--- src/rtl/fp_pkg.sv ---
`default_nettype none
// +--------------------------------------------------------------------------+
// | Package   : fp_pkg                                                       |
// | Purpose   : Shared FP16 / FP12 field widths, constants, field-extract     |
// |             typedefs, FSM state type and the special-operand mapping      |
// |             used by the sequential reciprocal unit.                       |
// | Revision  : 1.0  initial release                                          |
// +--------------------------------------------------------------------------+
package fp_pkg;

   // Field widths
   localparam int FP16_EXP_W = 5;
   localparam int FP16_MAN_W = 10;
   localparam int FP12_EXP_W = 5;
   localparam int FP12_MAN_W = 6;

   // Both formats share bias and all-ones exponent encoding
   localparam int                   FP_BIAS  = 15;
   localparam logic [FP16_EXP_W-1:0] EXP_ONES = 5'h1F;

   // FP12 constants
   localparam logic [11:0]           FP12_POS_INF       = 12'h7C0;
   localparam logic [11:0]           FP12_NEG_ZERO      = 12'h800;
   localparam logic [FP12_MAN_W-1:0] FP12_CANON_NAN_MAN = 6'b100000;

   // Divider datapath: remainder holds values up to 4.0 with 10 fraction bits,
   // divisor is the 11-bit significand {1, mant}.
   localparam int          REM_W    = 12;
   localparam int          DIV_W    = 11;
   localparam logic [11:0] REM_INIT = 12'h800;   // 2.0

   // Biased result exponent for 2/1.m * 2^(14-e): (2*bias - 1) - e
   localparam logic [6:0] EXP_RECIP_BASE = 7'(2 * FP_BIAS - 1);

   typedef struct packed {
      logic                  sign;
      logic [FP16_EXP_W-1:0] exp;
      logic [FP16_MAN_W-1:0] mant;
   } fp16_t;

   typedef struct packed {
      logic                  sign;
      logic [FP12_EXP_W-1:0] exp;
      logic [FP12_MAN_W-1:0] mant;
   } fp12_t;

   typedef enum logic [1:0] {
      ST_IDLE  = 2'd0,
      ST_DIV   = 2'd1,
      ST_ROUND = 2'd2,
      ST_DONE  = 2'd3
   } state_t;

   // Reciprocal of a zero/subnormal (flushed), infinity or NaN operand.
   // Only meaningful when exp is 0 or all-ones; sign is always kept.
   function automatic fp12_t fp12_special(input fp16_t op);
      fp12_t r;
      r = '0;
      if (op.exp == '0) begin
         r = fp12_t'(FP12_POS_INF);
      end else if (op.mant == '0) begin
         r = fp12_t'(FP12_NEG_ZERO);
      end else begin
         r.exp  = EXP_ONES;
         r.mant = FP12_CANON_NAN_MAN;
      end
      r.sign = op.sign;
      return r;
   endfunction

endpackage
`default_nettype wire

--- src/rtl/fp_restoring_divstep.sv ---
`default_nettype none
// +--------------------------------------------------------------------------+
// | Module    : fp_restoring_divstep                                        |
// | Purpose   : One combinational step of a restoring divider.               |
// |             Produces one quotient bit and the doubled partial remainder. |
// | Ports     : rem      in  12  current partial remainder                   |
// |             divisor  in  11  divisor significand {1, mant}               |
// |             rem_next out 12  remainder for the next step                 |
// |             qbit     out  1  quotient bit for this step                  |
// | Revision  : 1.0  initial release                                          |
// +--------------------------------------------------------------------------+
module fp_restoring_divstep
   import fp_pkg::*;
(
   input  logic [REM_W-1:0] rem,
   input  logic [DIV_W-1:0] divisor,
   output logic [REM_W-1:0] rem_next,
   output logic             qbit
);

   logic [REM_W-1:0] divisor_ext;
   logic [REM_W-1:0] diff;
   logic [REM_W-1:0] kept;

   always_comb begin
      divisor_ext = {1'b0, divisor};
      qbit        = (rem >= divisor_ext);
      diff        = rem - divisor_ext;
      kept        = qbit ? diff : rem;
      // kept < divisor < 2.0, so the doubling never loses a set bit
      rem_next    = kept << 1;
   end

endmodule
`default_nettype wire

--- src/rtl/fp16_recip_seq.sv ---
`default_nettype none
// +--------------------------------------------------------------------------+
// | Module    : fp16_recip_seq                                              |
// | Purpose   : Sequential FP16 -> FP12 reciprocal, round-to-nearest-even,   |
// |             bit-serial restoring division behind valid/ready streams.    |
// | Ports     : clk       in   1  clock, rising edge                         |
// |             rst       in   1  asynchronous active-high reset             |
// |             in_valid  in   1  operand valid                              |
// |             in_ready  out  1  unit can accept an operand                 |
// |             in_data   in  16  FP16 operand {sign, exp, mant}             |
// |             out_valid out  1  result valid                               |
// |             out_ready in   1  consumer accepts result                    |
// |             out_data  out 12  FP12 result {sign, exp, mant}              |
// | Revision  : 1.0  initial release                                          |
// +--------------------------------------------------------------------------+
module fp16_recip_seq
   import fp_pkg::*;
#(
   parameter int QBITS = 8      // 1 integer + 6 fraction + 1 guard
)
(
   input  logic        clk,
   input  logic        rst,
   input  logic        in_valid,
   output logic        in_ready,
   input  logic [15:0] in_data,
   output logic        out_valid,
   input  logic        out_ready,
   output logic [11:0] out_data
);

   localparam int               CNT_W    = (QBITS > 1) ? $clog2(QBITS) : 1;
   localparam logic [CNT_W-1:0] CNT_LAST = CNT_W'(QBITS - 1);

   state_t state;
   state_t state_next;

   // Latched operand
   logic                  op_sign;
   logic [FP16_EXP_W-1:0] op_exp;
   logic [FP16_MAN_W-1:0] op_mant;

   // Divider state. The integer quotient bit is shifted out of the top of
   // quo: it is always 1 for mant != 0 and the mant == 0 case is forced.
   logic [REM_W-1:0] rem;
   logic [DIV_W-1:0] divisor;
   logic [QBITS-2:0] quo;
   logic [CNT_W-1:0] cnt;

   logic [REM_W-1:0] rem_next;
   logic             qbit;

   fp16_t in_op;
   logic  in_special;
   logic  div_last;

   assign in_op      = fp16_t'(in_data);
   assign in_special = (in_op.exp == '0) || (in_op.exp == EXP_ONES);
   assign div_last   = (cnt == CNT_LAST);

   fp_restoring_divstep u_divstep (
      .rem      (rem),
      .divisor  (divisor),
      .rem_next (rem_next),
      .qbit     (qbit)
   );

   // ---------------- FSM ----------------
   always_ff @(posedge clk or posedge rst) begin
      if (rst) begin
         state <= ST_IDLE;
      end else begin
         state <= state_next;
      end
   end

   always_comb begin
      state_next = state;
      in_ready   = 1'b0;
      out_valid  = 1'b0;
      case (state)
         ST_IDLE: begin
            in_ready = 1'b1;
            if (in_valid) begin
               state_next = in_special ? ST_DONE : ST_DIV;
            end
         end
         ST_DIV: begin
            if (div_last) begin
               state_next = ST_ROUND;
            end
         end
         ST_ROUND: begin
            state_next = ST_DONE;
         end
         ST_DONE: begin
            out_valid = 1'b1;
            if (out_ready) begin
               state_next = ST_IDLE;
            end
         end
         default: begin
            state_next = ST_IDLE;
         end
      endcase
   end

   // ---------------- Rounding ----------------
   logic [FP12_MAN_W-1:0] q_mant;
   logic                  guard;
   logic                  sticky;
   logic                  round_up;
   logic [FP12_MAN_W:0]   mant_sum;
   logic [FP12_MAN_W-1:0] mant_fin;
   logic [6:0]            exp_fin;     // two's complement, may go to -1
   logic                  underflow;
   fp12_t                 round_res;

   always_comb begin
      q_mant   = quo[FP12_MAN_W:1];
      guard    = quo[0];
      sticky   = |rem;
      round_up = guard && (sticky || q_mant[0]);
      mant_sum = {1'b0, q_mant} + {{FP12_MAN_W{1'b0}}, round_up};
      if (op_mant == '0) begin
         // Exact power of two: quotient is exactly 2.0, which the 1.x
         // quotient register cannot hold, so the result is forced.
         exp_fin  = EXP_RECIP_BASE + 7'd1 - {2'b00, op_exp};
         mant_fin = '0;
      end else begin
         exp_fin  = EXP_RECIP_BASE - {2'b00, op_exp} + {6'b0, mant_sum[FP12_MAN_W]};
         mant_fin = mant_sum[FP12_MAN_W-1:0];
      end
      // No subnormal outputs: a non-positive exponent flushes to signed zero
      underflow      = exp_fin[6] || (exp_fin == '0);
      round_res.sign = op_sign;
      round_res.exp  = underflow ? '0 : exp_fin[FP12_EXP_W-1:0];
      round_res.mant = underflow ? '0 : mant_fin;
   end

   // ---------------- Datapath ----------------
   always_ff @(posedge clk or posedge rst) begin
      if (rst) begin
         op_sign  <= 1'b0;
         op_exp   <= '0;
         op_mant  <= '0;
         rem      <= '0;
         divisor  <= '0;
         quo      <= '0;
         cnt      <= '0;
         out_data <= '0;
      end else begin
         case (state)
            ST_IDLE: begin
               if (in_valid) begin
                  op_sign <= in_op.sign;
                  op_exp  <= in_op.exp;
                  op_mant <= in_op.mant;
                  rem     <= REM_INIT;
                  divisor <= {1'b1, in_op.mant};
                  quo     <= '0;
                  cnt     <= '0;
                  if (in_special) begin
                     out_data <= fp12_special(in_op);
                  end
               end
            end
            ST_DIV: begin
               rem <= rem_next;
               quo <= {quo[QBITS-3:0], qbit};
               cnt <= cnt + CNT_W'(1);
            end
            ST_ROUND: begin
               out_data <= round_res;
            end
            default: begin
            end
         endcase
      end
   end

endmodule
`default_nettype wire

--- config.mk ---
export PLATFORM = sky130hd
export DESIGN_NAME = fp16_recip_seq
export DESIGN_NICKNAME = d
export VERILOG_FILES = /design/src/rtl/fp_pkg.sv /design/src/rtl/fp_restoring_divstep.sv /design/src/rtl/fp16_recip_seq.sv
export SDC_FILE = /design/constraint.sdc
export NUM_CORES = 1
export LEC_CHECK = 0
export CORE_MARGIN = 3
export CORE_UTILIZATION = 45
export CTS_CLUSTER_DIAMETER = 60
export DETAILED_ROUTE_END_ITERATION = 10
export PLACE_DENSITY = 0.72
export SLEW_MARGIN = 10
export SYNTH_ARGS = -nofsm -noshare
export SYNTH_HDL_FRONTEND = slang
export SYNTH_HIERARCHICAL = 1
export SYNTH_SLANG_ARGS = --single-unit
--- constraint.sdc ---
create_clock -name clk -period 4.4 [get_ports clk]
set_input_delay 1.32 -clock clk [delete_from_list [all_inputs] [get_ports clk]]
set_output_delay 1.32 -clock clk [all_outputs]
set_load 0.05 [all_outputs]
### Word-level counts from Yosys, hierarchy flattened

Index checks and enable logic that the tools add are counted.

| cells by class | value |
|---|---|
| equality and inequality tests | 9 |
| reductions and logical operators | 16 |
| magnitude comparators | 1 |
| multipliers | 0 |
| mux-type cells | 23 |
| div/mod/pow operators | 0 |
| bitwise gates (word level) | 0 |
| shifts and indexed selects | 0 |
| add/sub/neg operators | 6 |

Operator list:

| kind | count |
|---|---|
| 12-bit case mux with 2 select lines | 2 |
| 12-bit two-way mux | 3 |
| 11-bit two-way mux | 3 |
| 10-bit zero test | 2 |
| 7-bit two-way mux | 2 |
| 7-bit case mux with 2 select lines | 1 |
| 12-bit by 11-bit greater-or-equal comparator with 1-bit output | 1 |
| 6-bit two-way mux | 2 |
| 12-bit OR reduction | 1 |
| 5-bit by 5-bit subtractor with 6-bit output (first input constant) | 2 |
| 11-bit subtractor | 1 |
| 2-bit two-way mux | 4 |
| 2-bit inequality test (second input constant) | 4 |
| 2-bit case mux with 4 select lines | 1 |
| 6-bit by 1-bit adder with 7-bit output | 1 |
| 6-bit by 2-bit adder with 7-bit output | 1 |
| 7-bit zero test | 1 |
| 3-bit case mux with 2 select lines | 1 |
| 3-bit AND reduction | 2 |
| 5-bit equality test (second input constant) | 1 |
| 5-bit zero test | 1 |
| 5-bit two-way mux | 1 |
| 2-bit equality test (second input constant) | 2 |
| 2-bit AND reduction | 2 |
| other kinds (9) | 13 |

| word-level totals | value |
|---|---|
| bits in registers | 63 |
| word-level logic and storage cells | 64 |
| latch bits | 0 |
| bits of input ports | 20 |
| memories kept | 0 |
| bits in read-only memories | 0 |
| RAM bits | 0 |
| output and inout port bits | 14 |

### Logic depth before layout (Yosys ltp)

| logic depth | value |
|---|---|
| depth in word-level cells | 10 |
| depth in mapped cells | 12 |
| gate-level depth less buffers | 11 |

### Cells and area by module

The synthesis kept the hierarchy.

Modules (own cells, without submodules):

| module | area each (sq um) | cells each | times used | sequential area each (sq um) |
|---|---|---|---|---|
| fp16_recip_seq | 2,891.5 | 290 | 1 | 1,326.3 |
| fp_restoring_divstep | 765.7 | 112 | 1 | 0.0 |

### Worst setup path after synthesis

OpenSTA, ideal clock, no wires.

| timing path | value |
|---|---|
| path type | input to register |
| start point | input port in_data[5] |
| end point | register out_data[6] |
| path slack | 1.726 ns |
| required time | 4.277 ns |
| path buffers | 0 |
| library setup time | 0.123 ns |
| arrival time | 2.551 ns |
| stages on the path | 5 |
| cell sequence | or4_4 nor4_4 a21o_2 nand2_2 o221a_1 |

| between the ends | value |
|---|---|
| word-level cells in the longest chain between the ends | 6 |

RTL lines:

| element | line | text |
|---|---|---|
| start: declaration | fp16_recip_seq.sv:26 | `input logic [15:0] in_data,` |
| 10-bit zero test | fp_pkg.sv:61 | `end else if (op.mant == '0) begin` |
| 11-bit two-way mux | fp_pkg.sv:61 |  |
| 11-bit two-way mux | fp_pkg.sv:59 | `if (op.exp == '0) begin` |
| 12-bit two-way mux | fp16_recip_seq.sv:163 | `if (in_special) begin` |
| 12-bit two-way mux | fp16_recip_seq.sv:155 | `if (in_valid) begin` |
| 12-bit case mux with 2 select lines | fp16_recip_seq.sv:153 | `case (state)` |
| end signal: assignment | fp16_recip_seq.sv:164 | `out_data <= fp12_special(in_op);` |
| end signal: assignment | fp16_recip_seq.sv:174 | `out_data <= round_res;` |
| end: declaration | fp16_recip_seq.sv:29 | `output logic [11:0] out_data` |

Every way passes these cells. The select of a mux whose other input is x is not followed.
A chain may end at the register's enable or synchronous reset.

### Final worst setup path

| timing path | value |
|---|---|
| start point | register state[1] |
| end point | output port in_ready |

| between the ends | value |
|---|---|
| word-level cells in the longest chain between the ends | 2 |

RTL lines:

| element | line | text |
|---|---|---|
| start: declaration | fp16_recip_seq.sv:35 | `state_t state;` |
| start signal: assignment | fp16_recip_seq.sv:73 | `state <= state_next;` |
| 2-bit zero test | fp16_recip_seq.sv:81 | `case (state)` |
| 1-bit two-way mux | fp16_recip_seq.sv:81 |  |
| end: declaration | fp16_recip_seq.sv:25 | `output logic in_ready,` |

Every way passes these cells.

==> flow_metrics.env <==
export IMPL_outcome="complete, no violations"
export IMPL_ys_ff_latch=53
export IMPL_end_kind="output port"
export IMPL_antenna_found_initial=0
export IMPL_cp_arrival_ns=2.14
export IMPL_maxSlewHeadroom_pct=34.27
export IMPL_grt_usage_pct=19.44
export IMPL_crit_cells=3
export IMPL_r2r_end="out_data[5]$_DFFE_PP0P_"
export IMPL_drt_iter0_markers=155
export IMPL_cts_root_buf="clkbuf_8"
export IMPL_grt_pass1_wl_um=14000
export IMPL_synthArstFlopShare_pct=100.0
export IMPL_post_place_ws_ns=1.044
export IMPL_cts_made_buffers=5
export IMPL_syn_instance_count=402
export IMPL_fmax_mhz=289.0
export IMPL_period_minus_slack_ns=3.461
export IMPL_worstSetupStartpointType="flop"
export IMPL_clk_path_buf_depth=2
export IMPL_initial_core_util_pct=46.84
export IMPL_ff2ff_path_depth=11
export IMPL_crit_fanout=10
export IMPL_ant_nets=0
export IMPL_p_leak_nw=1.845
export IMPL_post_drt_wl_per_cell_um=16.03
export IMPL_synth_avg_cell_area_um2=9.098
export IMPL_slowest_stage="clkdlybuf4s50_1"
export IMPL_final_common_cell="nand2_1"
export IMPL_holdCritPathClass="flop to flop"
export IMPL_synth_area_mm2=0.003657
export IMPL_postCtsHoldBufs=0
export IMPL_rsz0062_at_grt="no"
export IMPL_cap_violations=0
export IMPL_r2r_start="quo[0]$_DFFE_PP0P_"
export IMPL_dieHeight_um=96.15
export IMPL_clk_pin_slew_ns=0.10
export IMPL_viasPerCell=5.719
export IMPL_die_w_um=96.15
export IMPL_crit_end="in_ready"
export IMPL_cp_cell_sequence="inv_1 -> ha_1 -> clkdlybuf4s50_1"
export IMPL_yosysUniqueCellTypes=69
export IMPL_layout_common_cells="nand2_1 (81), dfrtp_1 (53), clkdlybuf4s50_1 (33)"
export IMPL_totalWireLength_um=8514
export IMPL_synth_edf_count=0
export IMPL_critPathTopFamily="buffers and inverters"
export IMPL_peakVddDrop_v=0.0003339
export IMPL_crit_required_ns=3.08
export IMPL_critPathLaunch="state[1]$_DFFE_PP0P_"
export IMPL_dp_hpwl_um=6506
export IMPL_worst_pin_slew_ns=0.9801
export IMPL_place_gp_congestion=0.8515
export IMPL_reg2reg_slack_ns=1.51
export IMPL_io_pins=34
export IMPL_fin_crit_sh_pct=78.65
export IMPL_io_buffers=33
export IMPL_core_area_mm2=0.007807
export IMPL_vias=3037
export IMPL_synthTopCellsByArea="dfrtp_1 (36%), nand2_1 (8.3%), ha_1 (7.9%)"
export IMPL_crit_buf_inv=2
export IMPL_remaining_drc_errors=0
export IMPL_critPathMaxStageDelay_ns=0.89
export IMPL_p_total_mw=3.285
export IMPL_htreeDepth=2
export IMPL_grt_pass1_vias=2961
export IMPL_fin_skew_ns=0.009377
export IMPL_yosys_area_top_type="dfrtp_1"
export IMPL_worstHoldStart="divisor[10]$_DFFE_PP0P_"
export IMPL_finalSetupTns_ns=0
export IMPL_synthesis_nets=446
export IMPL_synth_ff_type="dfrtp_1"
export IMPL_cts_tree="built"
export IMPL_drv_slew=0
export IMPL_grt_max_degree=54
export IMPL_row_count=32
export IMPL_postCtsSetupBuffers=0
export IMPL_drtPass1Iterations=4
export IMPL_syn_to_final_growth_pct=13.34
export IMPL_post_cts_resized=0
export IMPL_worstSetupPathType="flop to output port"
export IMPL_grt_overflow=0
export IMPL_yosysWarningCount=6
export IMPL_fin_nets=472
export IMPL_p_per_area_mw_per_mm2=792.5
export IMPL_cts_sinks=53
export IMPL_hold_viol=0
export IMPL_synth_top_area_share_pct=36.26
export IMPL_die_area_mm2=0.009245
export IMPL_insertion_delay_ns=0.31
export IMPL_ys_seq_area_share_pct=36.26
export IMPL_antenna_cells=0
export IMPL_fin_ws_ns=0.9394
export IMPL_drive_above_1_share_pct=8.858
export IMPL_finalSetupViolCount=0
## worst min path at each step
stage                              endpoint  slack, ns  cells after the start
floorplan           divisor[10]$_DFFE_PP0P_       0.43                      1
global placement    divisor[10]$_DFFE_PP0P_       0.46                      1
finish              divisor[10]$_DFFE_PP0P_       0.48                      1
detailed placement  divisor[10]$_DFFE_PP0P_       0.45                      1
CTS                 divisor[10]$_DFFE_PP0P_       0.48                      1
global route        divisor[10]$_DFFE_PP0P_       0.52                      1
## per-layer routing
layer | vias up | wire, um | global-route usage, %
met5 | - | 0 | 0
met1 | 1429 | 3976 | 25.39
met2 | 72 | 3945 | 31.68
li1 | 1512 | - | -
met4 | 0 | 289 | 8.531
met3 | 24 | 303 | 3.049
## worst reg2reg max path, cell delays in order (launching register included)
cell	delay, ns
dfrtp_1	0.49
and2_1	0.17
ha_1	0.17
nand3_1	0.12
nor2_1	0.22
ha_1	0.21
ha_1	0.20
xnor2_1	0.10
a2111oi_0	0.37
o211ai_1	0.34
a211oi_1	0.31
a21oi_1	0.09
## synth_stat cells, drive strengths merged, types with 2 or more instances
cell,instances
nand2b,6
buf,12
o221a,4
o2111ai,2
nand3,6
nand2,83
nor2b,5
nor4,10
nor3,3
o22ai,2
a211oi,2
a22o,20
clkbuf,4
mux2i,3
o211ai,4
or4,3
o21ai,31
nand4,6
a31oi,3
inv,26
and3,5
dfrtp,53
xnor2,7
ha,23
o31ai,3
and2,5
a21oi,14
or2,2
a311oi,2
a32oi,4
xor2,9
a21o,4
nor2,14
## logic make-up (layout without fill, tap and decap cells)
kind of cell | Yosys count | after routing | share of synthesized area, %
flops | 53 | 53 | 36.26
simple gates | 155 | 155 | 22.37
fa+ha+maj | 24 | 24 | 8.416
compound gates | 108 | 108 | 23.02
buf+inv | 42 | 69 | 5.165
other cells | 1 | 1 | 0.1025
xor+xnor | 16 | 16 | 3.832
mux | 3 | 3 | 0.8211
## flip-flops by register name, indices dropped and copies added (netlist names)
name and count:
cnt 3, divisor 2, op_exp 5, op_mant 9, op_sign 1, out_data 12
quo 7, rem 12, state 2
## final cells by class
type	instances	area, um^2
sequential	53	1326
multi-input combinational	307	2142
tap	102	127.6
clock inverter	1	8.758
clock buffer	7	96.34
inverter	26	98.84
timing repair buffer	35	345.3
fill	706	3662
## through the flow
| step | util [%] | area, um^2 | instances | hold WS (ns) |
|---|---|---|---|---|
| 4_1_cts | 53.08 | 4144 | 531 | 0.4819 |
| 3_5_place_dp | 51.73 | 4039 | 523 | 0.4536 |
| 5_1_grt | 53.09 | 4145 | 531 | 0.5198 |
| 2_1_floorplan | - | 3657 | 402 | 0.4347 |
| 3_3_place_gp | 51.73 | 4039 | 523 | 0.4564 |
| 6_report | 53.09 | 4145 | 531 | 0.4824 |
## report_power, final
part           switching (mW)  internal (mW)  leakage [nW]
Clock                   0.168          0.146        0.0549
Sequential              0.251          0.686         0.659
Combinational            1.20          0.836          1.13
Total                    1.62           1.67          1.85
Power figures use the tool's default switching activity.
